<file path="src/rtl/adam_periph_uart_tx_fifo.sv">
// UART transmitter with a DEPTH-entry write FIFO, frame-boundary pause handshake and a per-frame latched line format.
// Optional parity support is compiled in when ADAM_PERIPH_UART_TX_PARITY_EN is defined.
module adam_periph_uart_tx_fifo #(
    parameter int DATA_WIDTH = 9,
    parameter int DEPTH      = 8,
    parameter int BRR_WIDTH  = 32
) (
    input  logic                         clk,
    input  logic                         rst,
    input  logic                         pause_req,
    output logic                         pause_ack,
    input  logic                         tx_en,
    input  logic [BRR_WIDTH-1:0]         brr,
    input  logic [3:0]                   data_bits,
    input  logic                         parity_en,
    input  logic                         parity_odd,
    input  logic                         stop2,
    input  logic [DATA_WIDTH-1:0]        wdata,
    input  logic                         wvalid,
    output logic                         wready,
    output logic                         tx,
    output logic                         busy,
    output logic [$clog2(DEPTH+1)-1:0]   level,
    output logic                         irq_empty
);

    localparam int AW = $clog2(DEPTH);
    localparam int LW = $clog2(DEPTH+1);

    typedef enum logic [2:0] {
        IDLE,
        START,
        DATA,
`ifdef ADAM_PERIPH_UART_TX_PARITY_EN
        PARITY,
`endif
        STOP
    } state_t;

    state_t state, state_next;

    // FIFO storage and bookkeeping
    logic [DATA_WIDTH-1:0] mem [DEPTH];
    logic [AW-1:0]         wr_ptr, rd_ptr;
    logic [LW-1:0]         count;
    logic                  full, push, pop;

    // Frame datapath
    logic [BRR_WIDTH-1:0]  brr_eff, brr_q, baud_cnt;
    logic [3:0]            nbits_in, nbits_q, bit_idx;
    logic [DATA_WIDTH-1:0] shreg;
    logic                  stop2_q, stop_second;
    logic                  bit_done, last_bit, start_ok, start_frame, tx_next;

`ifdef ADAM_PERIPH_UART_TX_PARITY_EN
    logic                  par_en_q, par_odd_q, par_acc;
`else
    logic                  unused_parity_cfg;
    assign unused_parity_cfg = parity_en ^ parity_odd;
`endif

    assign full      = (count == LW'(DEPTH));
    assign wready    = !full && !pause_ack;
    assign push      = wvalid && wready;
    assign pop       = start_frame;
    assign level     = count;
    assign busy      = (state != IDLE);
    assign irq_empty = (count == '0) && !busy;

    assign brr_eff  = (brr == '0) ? BRR_WIDTH'(1) : brr;
    assign nbits_in = (data_bits < 4'd5)              ? 4'd5 :
                      (data_bits > 4'(DATA_WIDTH))    ? 4'(DATA_WIDTH) : data_bits;

    assign bit_done = (baud_cnt == '0);
    assign last_bit = (bit_idx == nbits_q - 4'd1);
    assign start_ok = tx_en && (count != '0) && !pause_req;

    // NOTE: storage array has no reset; only pointers and count define what is valid.
    always_ff @(posedge clk) begin
        if (push) begin
            mem[wr_ptr] <= wdata;
        end
    end

    always_ff @(posedge clk) begin
        if (rst) begin
            wr_ptr <= '0;
            rd_ptr <= '0;
            count  <= '0;
        end else begin
            if (push) begin
                wr_ptr <= wr_ptr + AW'(1);
            end
            if (pop) begin
                rd_ptr <= rd_ptr + AW'(1);
            end
            case ({push, pop})
                2'b10:   count <= count + LW'(1);
                2'b01:   count <= count - LW'(1);
                default: count <= count;
            endcase
        end
    end

    always_ff @(posedge clk) begin
        if (rst) begin
            state <= IDLE;
        end else begin
            state <= state_next;
        end
    end

    // NOTE: every always_comb output gets a default first so no path can infer a latch.
    always_comb begin
        state_next  = state;
        start_frame = 1'b0;
        tx_next     = 1'b1;
        case (state)
            IDLE: begin
                if (start_ok) begin
                    state_next  = START;
                    start_frame = 1'b1;
                end
            end
            START: begin
                tx_next = 1'b0;
                if (bit_done) begin
                    state_next = DATA;
                end
            end
            DATA: begin
                tx_next = shreg[0];
                if (bit_done && last_bit) begin
`ifdef ADAM_PERIPH_UART_TX_PARITY_EN
                    state_next = par_en_q ? PARITY : STOP;
`else
                    state_next = STOP;
`endif
                end
            end
`ifdef ADAM_PERIPH_UART_TX_PARITY_EN
            PARITY: begin
                tx_next = par_acc ^ par_odd_q;
                if (bit_done) begin
                    state_next = STOP;
                end
            end
`endif
            STOP: begin
                if (bit_done && (!stop2_q || stop_second)) begin
                    // Chain straight into the next frame when one is ready.
                    if (start_ok) begin
                        state_next  = START;
                        start_frame = 1'b1;
                    end else begin
                        state_next = IDLE;
                    end
                end
            end
            default: state_next = IDLE;
        endcase
    end

    // NOTE: sequential state uses non-blocking assignments so all registers see pre-edge values.
    always_ff @(posedge clk) begin
        if (rst) begin
            tx        <= 1'b1;
            pause_ack <= 1'b0;
        end else begin
            tx        <= tx_next;
            pause_ack <= pause_req && (state == IDLE);
        end
    end

    // Line format is captured once per frame so mid-frame changes cannot corrupt it.
    always_ff @(posedge clk) begin
        if (start_frame) begin
            brr_q       <= brr_eff;
            nbits_q     <= nbits_in;
            stop2_q     <= stop2;
            shreg       <= mem[rd_ptr];
            baud_cnt    <= brr_eff - BRR_WIDTH'(1);
            bit_idx     <= '0;
            stop_second <= 1'b0;
`ifdef ADAM_PERIPH_UART_TX_PARITY_EN
            par_en_q    <= parity_en;
            par_odd_q   <= parity_odd;
            par_acc     <= 1'b0;
`endif
        end else if (state != IDLE) begin
            if (bit_done) begin
                baud_cnt <= brr_q - BRR_WIDTH'(1);
                if (state == DATA) begin
                    shreg   <= shreg >> 1;
                    bit_idx <= bit_idx + 4'd1;
`ifdef ADAM_PERIPH_UART_TX_PARITY_EN
                    par_acc <= par_acc ^ shreg[0];
`endif
                end
                if (state == STOP) begin
                    stop_second <= 1'b1;
                end
            end else begin
                baud_cnt <= baud_cnt - BRR_WIDTH'(1);
            end
        end
    end

endmodule

</file>
<file path="config.mk">
export PLATFORM = sky130hd
export DESIGN_NAME = adam_periph_uart_tx_fifo
export DESIGN_NICKNAME = d
export VERILOG_FILES = /design/src/rtl/adam_periph_uart_tx_fifo.sv
export SDC_FILE = /design/constraint.sdc
export NUM_CORES = 1
export LEC_CHECK = 0
export BUFFER_PORTS_ARGS = -buffer_cell sky130_fd_sc_hd__buf_4
export CAP_MARGIN = 20
export CORE_UTILIZATION = 36
export CTS_CLUSTER_DIAMETER = 100
export DETAILED_ROUTE_END_ITERATION = 12
export SYNTH_ARGS = -nofsm -noshare
export SYNTH_HDL_FRONTEND = slang
export SYNTH_SLANG_ARGS = --single-unit
export TNS_END_PERCENT = 1
</file>
<file path="constraint.sdc">
create_clock -name clk -period 6.6 [get_ports clk]
set_input_delay 1.65 -clock clk [delete_from_list [all_inputs] [get_ports clk]]
set_output_delay 1.65 -clock clk [all_outputs]
set_load 0.03 [all_outputs]
</file>
==> impl_metrics.toml, run 1 <==
[die]
boundaryPins = 62
floorplan.rows = 55
die_area_um2 = 23600
die_y_um = 154
die_w_um = 154
core_region_area_um2 = 22600
floorplan.initialDensity_pct = 36.6

[min_path]
hold-path-cell-count = 2
timing.hold.worst.class = "register to register"
hold_path_startpoint = "rd_ptr[1]"

[global_routing]
number_of_antenna_violations_at_the_first_check_in_global_routing = 1
grt_max_degree = 50
grt_pass1_vias = 5426
grt-ovfl-total = 0
wire_length_of_the_first_global_routing_pass_um = 29600
gr-usage-all-layers_pct = 16.4

[cells_and_area]
most-common-layout-cells = "150 x sky130_fd_sc_hd__edfxtp_1, 68 x sky130_fd_sc_hd__buf_4, 63 x sky130_fd_sc_hd__nor2_1, 63 x sky130_fd_sc_hd__nand2_1, 42 x sky130_fd_sc_hd__a21oi_1"
layout.core_utilization_pct = 42.4
finish.net_count = 784
layout-drive-gt1-share_pct = 18.9
non_filler_cell_area_final_um2 = 9600
areaGrowthSynthToFinish_pct = 15.8
mostFrequentLayoutCell = "sky130_fd_sc_hd__edfxtp_1"
post_layout_nonfiller_instances = 1017

[drt]
remaining_drc_errors = 0
vias_per_cell = 5.34
postRouteWirelength_um = 18600
routedWlPerCell_um = 18.2
drt_first_iter_violations = 397
route.vias.total = 5431
drtPass1Iterations = 5
final_antenna_net_count = 0

[setup_path]
worstReg2RegStart = "level[0]"
worstSetupStartpointType = "input pin"
cp_num_cells = 16
critical_path_class = "input pin to register"
crit-reg2reg-capture = "baud_cnt[26]"
worst_path_most_repeated_cell = "sky130_fd_sc_hd__nor2_1"
cp.buffers_inverters = 2
worstPathCellList = "buf_4 -> nor2_1 -> and3_1 -> and3_1 -> a21oi_4 -> buf_4 -> nand2_1 -> o21ai_0 -> ha_1 -> nand3_1 -> nor2_1 -> a41o_1 -> nand4b_1 -> nor2_1 -> nand2_1 -> xor2_1"
worst_case_register_to_register_setup_slack_ps = 1940
cp_max_fo = 37
timing.critical_path.to_type = "register"
reg2regPathDepth = 15
critical-path-slowest-cell = "sky130_fd_sc_hd__buf_4"
crit_arrival_ps = 5150
cp.required_ps = 6780
cp_top_family = "simple AND/OR/NAND/NOR gates"
cpPeakStageDelay_ps = 430

[yosys]
mappedNetlistNets = 752
synthCells = 686
yosys_warnings = 0
synth-edff-count = 150
post_synth_num_cell_types = 65
synth-seq-area-share_pct = 59.7
synth-seq-cells = 172
synth-main-ff-cell = "sky130_fd_sc_hd__edfxtp_1"
synthesis.area_per_instance_um2 = 12.1
post_synth_instance_area_um2 = 8290
share_of_synthesized_registers_carrying_an_async_set_or_reset_pct = 0

[clock_tree]
cts_htree_levels = 4
clock_path_buffers = 2
numCtsBuffers = 17
clk_transition_reported_paths_ps = 80
clockRootBuffer = "sky130_fd_sc_hd__clkbuf_16"
clk_latency_ps = 450
cts_resized = 0
tritoncts = "done"
postCtsSetupBuffers = 0
clock_sinks = 172
ctsHoldBuffers = 0

[placed_design]
placed_insts = 984
placement.io_buffers = 59
postPlaceCellArea_um2 = 8960
dp_hpwl_um = 12700
gp_congestion = 0.844

[sta]
achievable-frequency_mhz = 201
slew_headroom_pct = 31.9
worstMarginPinSlew_ps = 1020
final_setup_violation_count = 0
worst_clock_skew_ps = 11.6
final_total_negative_setup_slack_ps = 0
slew_viol_final = 0
hold_violations = 0
period_minus_slack_ps = 4960
grt_setup_unrepaired = "no"
final.period_utilization_pct = 75.2

[run]
drv_cap = 0

[power]
power_density_nw_per_um2 = 380
p_leak_uw = 0.00331
vdd_ir_drop_max_v = 0.000164
p_total_uw = 3650

[run_status]
outcome = "completed"
power breakdown:
group          switching, uW  total (uW)  internal (uW)
combinational            606         991            385
clock                    535        1070            535
sequential               133        1580           1450
state kept, by name, indices dropped and copies added, names as in the netlist, named ones only:
register and flops:
mem 72, baud_cnt 32, brr_q 32, shreg 9
bit_idx 4, level 4, nbits_q 4, rd_ptr 3
wr_ptr 3, state 2, pause_ack 1, stop2_q 1
stop_second 1, tx 1
worst min-delay path, delay by kind of cell, from the launching register on:
kind | cells | cell delay (ps)
simple gates | 1 | 50
compound gates | 1 | 70
flops | 1 | 310
kinds of logic (layout without fill, tap and decap cells):
kind of cell | count (synthesis) | after routing | share of synthesized area, %
xor gates and xnor gates | 46 | 46 | 4.86
DFF | 172 | 172 | 59.7
muxes | 30 | 30 | 6.34
AOI/OAI and AO/OA | 136 | 136 | 10.6
adders and majority gates | 13 | 13 | 2.05
other | 0 | 1 | 0
buffers and inverters | 72 | 117 | 3.40
and+or+nand+nor | 217 | 217 | 13.1
layout make-up:
type	instances	area (um2)
clock buffer	17	425
inverter	17	63.8
sequential	172	4940
antenna	1	2.50
tap	285	357
clock inverter	15	215
timing repair buffer	68	510
multi-input combinational	442	3080
fill	2110	13000
worst max path at each step:
stage | slack [ps] | to | startpoint
2_1_floorplan | 220 | baud_cnt[24] | pause_req
3_3_place_gp | 1230 | baud_cnt[26] | pause_req
3_5_place_dp | 1190 | baud_cnt[26] | pause_req
4_1_cts | 1670 | baud_cnt[26] | pause_req
5_1_grt | 1420 | baud_cnt[28] | pause_req
6_report | 1640 | baud_cnt[26] | pause_req
synth_stat cells (6+ instances only):
library cell	instances	share of area, %
sky130_fd_sc_hd__nand3_1	6	0.36
sky130_fd_sc_hd__xnor2_1	21	2.2
sky130_fd_sc_hd__nand2b_1	6	0.45
sky130_fd_sc_hd__edfxtp_1	150	54
sky130_fd_sc_hd__xor2_1	25	2.6
sky130_fd_sc_hd__nor4_1	16	1.2
sky130_fd_sc_hd__ha_1	12	1.8
sky130_fd_sc_hd__a21oi_1	42	2.5
sky130_fd_sc_hd__nor3_1	24	1.4
sky130_fd_sc_hd__and3_1	7	0.53
sky130_fd_sc_hd__inv_1	16	0.72
sky130_fd_sc_hd__mux2i_1	12	1.4
sky130_fd_sc_hd__mux4_2	18	4.9
sky130_fd_sc_hd__nand2_1	63	2.9
sky130_fd_sc_hd__o21ai_0	37	2.2
sky130_fd_sc_hd__nor2_1	63	2.9
sky130_fd_sc_hd__dfxtp_1	22	5.3
sky130_fd_sc_hd__clkbuf_1	46	2.1
per-stage QoR:
stage / hold slack, ps / setup WS [ps]
floorplan: 428 / 215
global placement: 458 / 1230
detailed placement: 470 / 1190
CTS: 476 / 1670
global route: 511 / 1420
finish: 480 / 1640
routing by layer:
metal | vias to the layer above | GRT usage [%] | part of all wire, %
met1 | 2662 | 20.5 | 44
met3 | 14 | 3.47 | 4.6
met5 | - | 0 | 0
li1 | 2621 | - | -
met2 | 134 | 28.3 | 50
met4 | 0 | 4.95 | 1.1
(Power assumes the default switching activity.)
==> run 2: changes to the inputs <==
==> constraint.sdc (replaced) <==
create_clock -name clk -period 4 [get_ports clk]
set_input_delay 1 -clock clk [delete_from_list [all_inputs] [get_ports clk]]
set_output_delay 1 -clock clk [all_outputs]
set_load 0.03 [all_outputs]
==> run 2 against run 1 <==
  * Routed wire length increased by 2.3%
  * Sequential share of layout area decreased by 1.8 points
  * Flip-flop and latch count unchanged
  * Critical path depth decreased by 3
  * Global-route usage increased by 0.20 points
  * Register-to-register slack got worse by 1800 ps
  * Critical endpoint is now baud_cnt[24]
  * Clock power increased by 64%
  * Sequential power increased by 66%
  * Clock skew increased by 5.0 ps
  * Highest routed layer unchanged
  * Final cell count increased by 3.7%
==> impl_metrics.toml, run 2 (synthesis results as in run 1) <==
[placed_design]
gp_congestion = 0.830
dp_hpwl_um = 13400
placed_insts = 1020
placement.io_buffers = 59

[die]
die_w_um = 154
floorplan.initialDensity_pct = 36.6
floorplan.rows = 55
boundaryPins = 62
die_area_um2 = 23600
die_y_um = 154
core_region_area_um2 = 22600

[drt]
routedWlPerCell_um = 18.0
drtPass1Iterations = 4
postRouteWirelength_um = 19000
drt_first_iter_violations = 264
final_antenna_net_count = 0
vias_per_cell = 5.32
remaining_drc_errors = 0
route.vias.total = 5615

[sta]
final.period_utilization_pct = 97.5
final_total_negative_setup_slack_ps = 0
period_minus_slack_ps = 3900
worstMarginPinSlew_ps = 992
worst_clock_skew_ps = 16.6
slew_headroom_pct = 33.6
slew_viol_final = 0
achievable-frequency_mhz = 256
grt_setup_unrepaired = "yes"
final_setup_violation_count = 0
hold_violations = 0

[setup_path]
worst_case_register_to_register_setup_slack_ps = 100
critical_path_class = "register to register"
crit_arrival_ps = 4080
timing.critical_path.to_type = "register"
worstSetupStartpointType = "register"
reg2regPathDepth = 13
cp.required_ps = 4180
cp_max_fo = 19
worstReg2RegStart = "baud_cnt[19]"
crit-reg2reg-capture = "baud_cnt[24]"

[clock_tree]
numCtsBuffers = 17
clockRootBuffer = "sky130_fd_sc_hd__clkbuf_16"
ctsHoldBuffers = 0
clk_latency_ps = 440
cts_htree_levels = 4
tritoncts = "done"
clock_sinks = 172
clock_path_buffers = 2
clk_transition_reported_paths_ps = 80

[min_path]
worstHoldEndpoint = "stop_second"
timing.hold.worst.class = "register to register"
hold-path-cell-count = 2
hold_path_startpoint = "stop_second"

[cells_and_area]
finish.net_count = 823
largest_reg_flops = 72
largest-register = "mem"
top_flop_regs = "mem: 72 flops, baud_cnt: 32 flops, brr_q: 32 flops"
layout-drive-gt1-share_pct = 23.6
mostFrequentLayoutCell = "sky130_fd_sc_hd__edfxtp_1"
antennaDiodeCount = 0
post_layout_nonfiller_instances = 1055
areaGrowthSynthToFinish_pct = 20.0
final.fill_count = 2077
most-common-layout-cells = "150 x sky130_fd_sc_hd__edfxtp_1, 105 x sky130_fd_sc_hd__buf_4, 63 x sky130_fd_sc_hd__nand2_1, 62 x sky130_fd_sc_hd__nor2_1, 42 x sky130_fd_sc_hd__a21oi_1"

[run]
drv_cap = 0

[power]
power_density_nw_per_um2 = 616
vdd_ir_drop_max_v = 0.000364
p_leak_uw = 0.00353
p_total_uw = 6130

[global_routing]
number_of_antenna_violations_at_the_first_check_in_global_routing = 0
grt_pass1_vias = 5542
grt_max_degree = 33
grt-ovfl-total = 0
wire_length_of_the_first_global_routing_pass_um = 29900
gr-usage-all-layers_pct = 16.6

[run_status]
outcome = "completed"
==> run 2: area by class of cell <==
class                      instances  area (um2)  area share [%]
clock inverter                    15         219            2.20
inverter                          17        63.8           0.641
tap                              285         357            3.58
sequential                       172        4940            49.7
multi-input combinational        442        3110            31.3
clock buffer                      17         425            4.28
timing repair buffer             107         828            8.32
==> run 2: worst max path at each step <==
stage / startpoint / endpoint
2_1_floorplan: baud_cnt[19] / baud_cnt[24]
3_3_place_gp: pause_req / baud_cnt[24]
3_5_place_dp: pause_req / baud_cnt[24]
4_1_cts: baud_cnt[19] / baud_cnt[24]
5_1_grt: baud_cnt[19] / baud_cnt[24]
6_report: baud_cnt[19] / baud_cnt[24]
==> run 2: power breakdown <==
part           internal (uW)  switching (uW)
clock                    883             875
combinational            728            1030
sequential              2400             227
==> run 2: stage by stage <==
step,hold WS (ps),setup slack (ps),util [%],instance area [um2]
after floorplan,428,-226,-,8360
after global placement,459,79.5,40.9,9260
after detailed placement,461,8.77,40.9,9260
after CTS,482,125,43.7,9900
after global routing,498,-84.6,44.0,9950
final,475,98.4,44.0,9950
==> run 2: metal layers <==
layer  track usage [%]  vias to the layer above  share of wire [%]
met5                 0                        -                  0
met1              21.1                     2743                 45
met2              28.2                      141                 49
met4              5.95                        0                1.4
li1                  -                     2708                  -
met3              3.04                       23                4.5
==> run 2: repair_timing <==
action / CTS / global route
setup buffers: 0 / 3
endpoints found under the setup margin: 0 / 9
gates resized for setup: 0 / 4
==> run 2: critical path, stage by stage (launching register included) <==
cell and delay, ps:
sky130_fd_sc_hd__edfxtp_1 400, sky130_fd_sc_hd__or3_4 430, sky130_fd_sc_hd__or4_4 490, sky130_fd_sc_hd__nor4_4 400
sky130_fd_sc_hd__buf_4 190, sky130_fd_sc_hd__buf_12 150, sky130_fd_sc_hd__nand2_1 110, sky130_fd_sc_hd__o221a_2 330
sky130_fd_sc_hd__nor3_1 310, sky130_fd_sc_hd__nand4b_1 200, sky130_fd_sc_hd__buf_12 190, sky130_fd_sc_hd__nor3_2 200
sky130_fd_sc_hd__xor2_1 160, sky130_fd_sc_hd__mux2i_1 80
